[src/rtl/pipe_pkg.sv]
// Shared definitions for the 5-stage MIPS pipeline control logic:
// forwarding-mux select codes, controller state encodings and the
// default register-address width.
package pipe_pkg;

  localparam int REG_AW_DEF = 5;

  // Select codes for the 3-input EX-stage operand muxes
  localparam logic [1:0] FWD_REG   = 2'b00;
  localparam logic [1:0] FWD_EXMEM = 2'b01;
  localparam logic [1:0] FWD_MEMWB = 2'b10;

  typedef enum logic [1:0] {
    RUN        = 2'd0,
    LOAD_STALL = 2'd1,
    MD_WAIT    = 2'd2
  } ctrl_state_e;

endpackage

[src/rtl/md_busy_ctr.sv]
// Busy tracker for the multi-cycle mult/div unit. A start loads
// LATENCY-1; the count then falls by one per cycle and the unit is
// busy while it is nonzero. A start while busy restarts the count.
module md_busy_ctr #(
  parameter int LATENCY = 32
) (
  input  logic clk,
  input  logic rst,
  input  logic start,
  output logic busy
);

  localparam int CW = (LATENCY > 2) ? $clog2(LATENCY) : 1;

  logic [CW-1:0] count_q;

  // Countdown register: reload on start, otherwise decrement toward zero
  always_ff @(posedge clk) begin
    // NOTE: state registers use non-blocking assignments so every flop
    // samples pre-edge values regardless of block evaluation order.
    if (rst) begin
      count_q <= '0;
    end else if (start) begin
      count_q <= CW'(LATENCY - 1);
    end else if (count_q != '0) begin
      count_q <= count_q - CW'(1);
    end
  end

  assign busy = (count_q != '0);

endmodule

[src/rtl/hazard_fwd_ctrl.sv]
// Pipeline hazard and forwarding controller for the 5-stage MIPS core.
// Produces the registered EX-stage operand forwarding selects, the
// PC / IF/ID / ID/EX stall and flush controls, and interlocks HI/LO
// readers against the multi-cycle mult/div unit.
// Optional build macro HAZARD_PERF_EN adds stall_cycles / flush_count
// performance counters as extra outputs.
module hazard_fwd_ctrl
  import pipe_pkg::*;
#(
  parameter int MD_LATENCY = 32,
  parameter int REG_AW     = REG_AW_DEF
) (
  input  logic              clk,
  input  logic              rst,
  input  logic [REG_AW-1:0] id_rs,
  input  logic [REG_AW-1:0] id_rt,
  input  logic              id_use_rs,
  input  logic              id_use_rt,
  input  logic              id_use_hilo,
  input  logic [REG_AW-1:0] ex_rd,
  input  logic              ex_regwrite,
  input  logic              ex_memread,
  input  logic [REG_AW-1:0] mem_rd,
  input  logic              mem_regwrite,
  input  logic              ex_branch_taken,
  input  logic              md_start,
  output logic [1:0]        fwd_a,
  output logic [1:0]        fwd_b,
  output logic              pc_stall,
  output logic              ifid_stall,
  output logic              ifid_flush,
  output logic              idex_flush,
`ifdef HAZARD_PERF_EN
  output logic [31:0]       stall_cycles,
  output logic [31:0]       flush_count,
`endif
  output logic              md_busy
);

  ctrl_state_e state_q, state_d;
  logic [1:0]  fwd_a_q, fwd_b_q;
  logic        load_use;

  // Forward select for one ID source operand. The EX producer wins over
  // MEM because it is the younger write; a load still in EX has no data
  // yet, so it is left to the load-use stall instead. $0 never forwards.
  function automatic logic [1:0] fwd_sel(
    input logic              use_src,
    input logic [REG_AW-1:0] src,
    input logic [REG_AW-1:0] e_rd,
    input logic              e_rw,
    input logic              e_mr,
    input logic [REG_AW-1:0] m_rd,
    input logic              m_rw
  );
    logic [1:0] sel;
    sel = FWD_REG;
    if (use_src) begin
      if (e_rw && (e_rd != '0) && (e_rd == src) && !e_mr) begin
        sel = FWD_EXMEM;
      end else if (m_rw && (m_rd != '0) && (m_rd == src)) begin
        sel = FWD_MEMWB;
      end
    end
    return sel;
  endfunction

  assign load_use = ex_memread && (ex_rd != '0) &&
                    ((id_use_rs && (ex_rd == id_rs)) ||
                     (id_use_rt && (ex_rd == id_rt)));

  md_busy_ctr #(
    .LATENCY (MD_LATENCY)
  ) u_md_busy_ctr (
    .clk   (clk),
    .rst   (rst),
    .start (md_start),
    .busy  (md_busy)
  );

  // Next state and stall/flush controls; a taken branch overrides any stall
  always_comb begin
    // NOTE: every output gets a default before the case so no path leaves
    // a signal unassigned, which would otherwise infer a latch.
    state_d    = state_q;
    pc_stall   = 1'b0;
    ifid_stall = 1'b0;
    ifid_flush = 1'b0;
    idex_flush = 1'b0;
    if (ex_branch_taken) begin
      // The stalled ID instruction is on the wrong path: squash it
      ifid_flush = 1'b1;
      idex_flush = 1'b1;
      state_d    = RUN;
    end else begin
      case (state_q)
        RUN: begin
          if (load_use) begin
            pc_stall   = 1'b1;
            ifid_stall = 1'b1;
            idex_flush = 1'b1;
            state_d    = LOAD_STALL;
          end else if (id_use_hilo && md_busy) begin
            pc_stall   = 1'b1;
            ifid_stall = 1'b1;
            idex_flush = 1'b1;
            state_d    = MD_WAIT;
          end
        end
        LOAD_STALL: begin
          // One bubble is enough: the load has moved on to MEM
          state_d = RUN;
        end
        MD_WAIT: begin
          if (md_busy) begin
            pc_stall   = 1'b1;
            ifid_stall = 1'b1;
            idex_flush = 1'b1;
          end else begin
            state_d = RUN;
          end
        end
        default: state_d = RUN;
      endcase
    end
  end

  // Controller state and forwarding selects, captured as ID moves to EX
  always_ff @(posedge clk) begin
    if (rst) begin
      state_q <= RUN;
      fwd_a_q <= FWD_REG;
      fwd_b_q <= FWD_REG;
    end else begin
      state_q <= state_d;
      if (idex_flush) begin
        // A bubble enters EX, so it must not pull forwarded operands
        fwd_a_q <= FWD_REG;
        fwd_b_q <= FWD_REG;
      end else begin
        fwd_a_q <= fwd_sel(id_use_rs, id_rs, ex_rd, ex_regwrite, ex_memread,
                           mem_rd, mem_regwrite);
        fwd_b_q <= fwd_sel(id_use_rt, id_rt, ex_rd, ex_regwrite, ex_memread,
                           mem_rd, mem_regwrite);
      end
    end
  end

  assign fwd_a = fwd_a_q;
  assign fwd_b = fwd_b_q;

`ifdef HAZARD_PERF_EN
  logic [31:0] stall_cycles_q, flush_count_q;

  // Performance counters: cycles spent holding PC and IF/ID flushes seen
  always_ff @(posedge clk) begin
    if (rst) begin
      stall_cycles_q <= '0;
      flush_count_q  <= '0;
    end else begin
      if (pc_stall)   stall_cycles_q <= stall_cycles_q + 32'd1;
      if (ifid_flush) flush_count_q  <= flush_count_q + 32'd1;
    end
  end

  assign stall_cycles = stall_cycles_q;
  assign flush_count  = flush_count_q;
`endif

endmodule

[config.mk]
export PLATFORM = sky130hd
export DESIGN_NAME = hazard_fwd_ctrl
export DESIGN_NICKNAME = d
export VERILOG_FILES = /design/src/rtl/pipe_pkg.sv /design/src/rtl/md_busy_ctr.sv /design/src/rtl/hazard_fwd_ctrl.sv
export SDC_FILE = /design/constraint.sdc
export NUM_CORES = 1
export LEC_CHECK = 0
export CAP_MARGIN = 25
export CORE_ASPECT_RATIO = 1.2
export CORE_UTILIZATION = 25
export DETAILED_ROUTE_END_ITERATION = 10
export GPL_TIMING_DRIVEN = 0
export HOLD_SLACK_MARGIN = 0.15
export PLACE_DENSITY = 0.63
export SLEW_MARGIN = 20
export SYNTH_ARGS = -nofsm -noshare
export SYNTH_HDL_FRONTEND = slang
export SYNTH_SLANG_ARGS = --single-unit
export TNS_END_PERCENT = 5
[constraint.sdc]
create_clock -name clk -period 2.6 [get_ports clk]
set_clock_uncertainty 0.05 [all_clocks]
set_input_delay 0.52 -clock clk [delete_from_list [all_inputs] [get_ports clk]]
set_output_delay 0.52 -clock clk [all_outputs]
set_load 0.05 [all_outputs]
==> metrics.cfg <==
[status]
status=complete, but fails checks
violations=negative setup slack

[setup_path]
rr_startpoint=state_q[1]
r2r_slack_ns=0.24
r2r_end=state_q[1]
cp-start-kind=input pin
rr_worst_depth=16
cp_slowest_cell=or4_4
cpLargestDelayFamily=simple AND/OR/NAND/NOR gates
cp.arrival_ns=2.08
cp.required_ns=2.03
cp_num_buf_inv=2
path_cells=buf_8 > or4_4 > o21ai_4 > nor2_4 > a21boi_4 > or3_1 > buf_6
max_stage_delay_ns=0.55
end_kind=output port
worstSetupPathType=input pin to output port
crit_fanout=3

[logic_synthesis]
synth_area_per_cell_um2=8.32
async_flop_share_pct=0
netlist_area_um2=798
synth_edf_count=0
yosysTopAreaCellShare_pct=27.6
synth.most_common_cell=xor2_1
synthFlopType=dfxtp_1
yosys-top-cells-count=17 x xor2_1, 11 x dfxtp_1, 10 x nor2_1
synthTopCellsByArea=dfxtp_1 28%, xor2_1 19%, nor2_1 4.7%, xnor2_1 4.4%, nor4_1 3.9%
yosys.area.top_type=dfxtp_1
ys_types=28
synthCells=96
seq_area_frac_synth_pct=27.6
ys.warnings.count=0
synth_nets=128
synth-seq-cells=11

[clocking]
cts_tree=built
cts_buffer_depth=2
cts_buffers=3
cts_max_level=1
cts_hold_buf=0
root_buffer=clkbuf_4
cts_num_sinks=11
path_clk_slew_ns=0.06
clk_latency_ns=0.26

[min_path]
worstHoldStart=u_md_busy_ctr.count_q[0]
hold_path.class=flop to flop
worstHoldPathCells=3
hold_end=u_md_busy_ctr.count_q[0]

[pwr]
vdd_drop_max_v=0.000251
p_leak_nw=0.594
powerDensity_mw_per_mm2=357

[floorplanning]
dieArea_mm2=0.00342
die_height_um=63.9
fp.dieW_um=53.6
ios=39
num_rows=22
core-area_mm2=0.00306
initial_core_util_pct=26.1

[sta]
timing.fmax_ghz=0.378
relSlewSlack_pct=66.9
fin_crit_ns=2.65
drv_slew=0
worst_slew_pin_slew_ns=0.494
setup_viol=1
fin_crit_sh_pct=102
grt_setup_unrepaired=yes
fin_ws_ns=-0.0476
hold_viol=0

[global_routing]
grt_overflow_total=0
grt_pass1_wl_um=3370
antenna_found_initial=0
grt_pass1_vias=861
grt_max_degree=10
track_usage_pct=13.0

[drt]
ant_nets=0
drt-initial-drc-count=11
drc=0
wl_per_cell_um=11.6
vias_per_cell=4.66
via_count=877
first_pass_iters=2
routed_wl_um=2190

[placed_design]
gp_congestion=0.774
portBuffers=37
dp_cells=169
dp_hpwl_um=1760

[finish]
layout.cells.non_filler=188
area_growth_pct=79.5
fin_nets=185
drive_gt1_share_pct=29.6
num-fill-cells=304
regArea_um2=220
diodes=0
postLayoutCoreUtil_pct=46.9
multi_input_area_um2=631

[run]
drv_cap=0

==> worst max-delay path by stage <==
stage	startpoint	endpoint	slack [ns]	depth (start not counted)
after detailed placement	ex_rd[0]	pc_stall	-1.10	8
after floorplan	ex_rd[3]	pc_stall	0.005	6
after global routing	ex_rd[1]	idex_flush	-0.08	7
final	ex_rd[1]	idex_flush	-0.05	7
after global placement	ex_rd[0]	pc_stall	-1.07	8
after CTS	ex_rd[4]	idex_flush	-0.07	7
==> stage by stage <==
step                hold WS [ns]  instance area [um2]  total power, mW  setup WS, ns  setup TNS, ns
floorplan                  0.493                  810            0.288       0.00451              0
global placement           0.520                 1220            0.367         -1.07          -3.13
detailed placement         0.545                 1220            0.372         -1.10          -3.22
CTS                        0.556                 1360            0.506       -0.0677        -0.0677
global route               0.574                 1430            0.549       -0.0756         -0.129
finish                     0.550                 1430            0.512       -0.0476        -0.0476
==> worst reg2reg max path, stage by stage, from the launching register on <==
cell and delay, ns:
dfxtp_1 0.34, nor2b_4 0.13, o21ai_4 0.07, buf_4 0.13, buf_4 0.12, buf_4 0.12
buf_4 0.12, buf_4 0.12, buf_4 0.12, buf_4 0.12, buf_4 0.12, buf_4 0.12
buf_4 0.12, buf_4 0.12, buf_4 0.12, a21oi_1 0.14, nor4_1 0.06
==> state kept, by name, indices dropped and copies added, names as in the netlist <==
| name | flops |
|---|---|
| fwd_a | 2 |
| fwd_b | 2 |
| state_q | 2 |
| u_md_busy_ctr.count_q | 5 |
==> repair_timing <==
| item | 4_1_cts | 5_1_grt |
|---|---|---|
| endpoints found under the setup margin | 5 | 4 |
| buffers inserted | 12 | 3 |
| gates resized for setup | 59 | 16 |
| pin swaps | 8 | 10 |
==> kinds of logic (layout without fill, tap and decap cells) <==
group                    count (synthesis)  count (layout)  synth area share [%]
AND/OR/NAND/NOR                         40              40                  29.8
buffers and inverters                    8              64                  4.70
AO/OA/AOI/OAI                           13              13                  10.5
adder cells (fa/ha/maj)                  2               2                  3.13
flip-flops                              11              11                  27.6
multiplexers                             1               1                  1.25
XOR/XNOR                                21              21                  23.0
==> area by class of cell <==
class                           instances  area share [%]
Timing Repair Buffer                   52            32.8
Buffer                                  3            1.57
Inverter                                5            1.31
Multi-Input combinational cell         77            44.0
Tap cell                               36            3.14
Clock buffer                            4            1.83
Sequential cell                        11            15.4
==> cell usage in the layout (no fill, tap or decap), types with 3 or more instances in the layout <==
cell type	Yosys	routed
xor2_1	17	15
inv_1	5	5
buf_4	2	17
nor4_1	5	4
a21oi_1	4	3
xnor2_1	4	4
nor2_1	10	8
dlygate4sd2_1	0	10
nor3_1	6	5
dfxtp_1	11	11
nand2_1	3	3
clkbuf_4	0	3
clkdlybuf4s50_1	0	17
buf_6	0	4
==> routing by layer <==
| layer | part of all wire [%] | wire length, um | global-route usage, % |
|---|---|---|---|
| met5 | 0 | 0 | 0 |
| met4 | 0 | 0 | 2.96 |
| met3 | 6.0 | 132 | 1.67 |
| met2 | 56 | 1230 | 25.9 |
| met1 | 38 | 822 | 13.3 |
==> where the power goes <==
part / switching, mW / internal (mW)
Clock: 0.0493 / 0.0592
Combinational: 0.104 / 0.112
Sequential: 0.00992 / 0.177
Note: power is estimated with default switching activity, not from simulation.
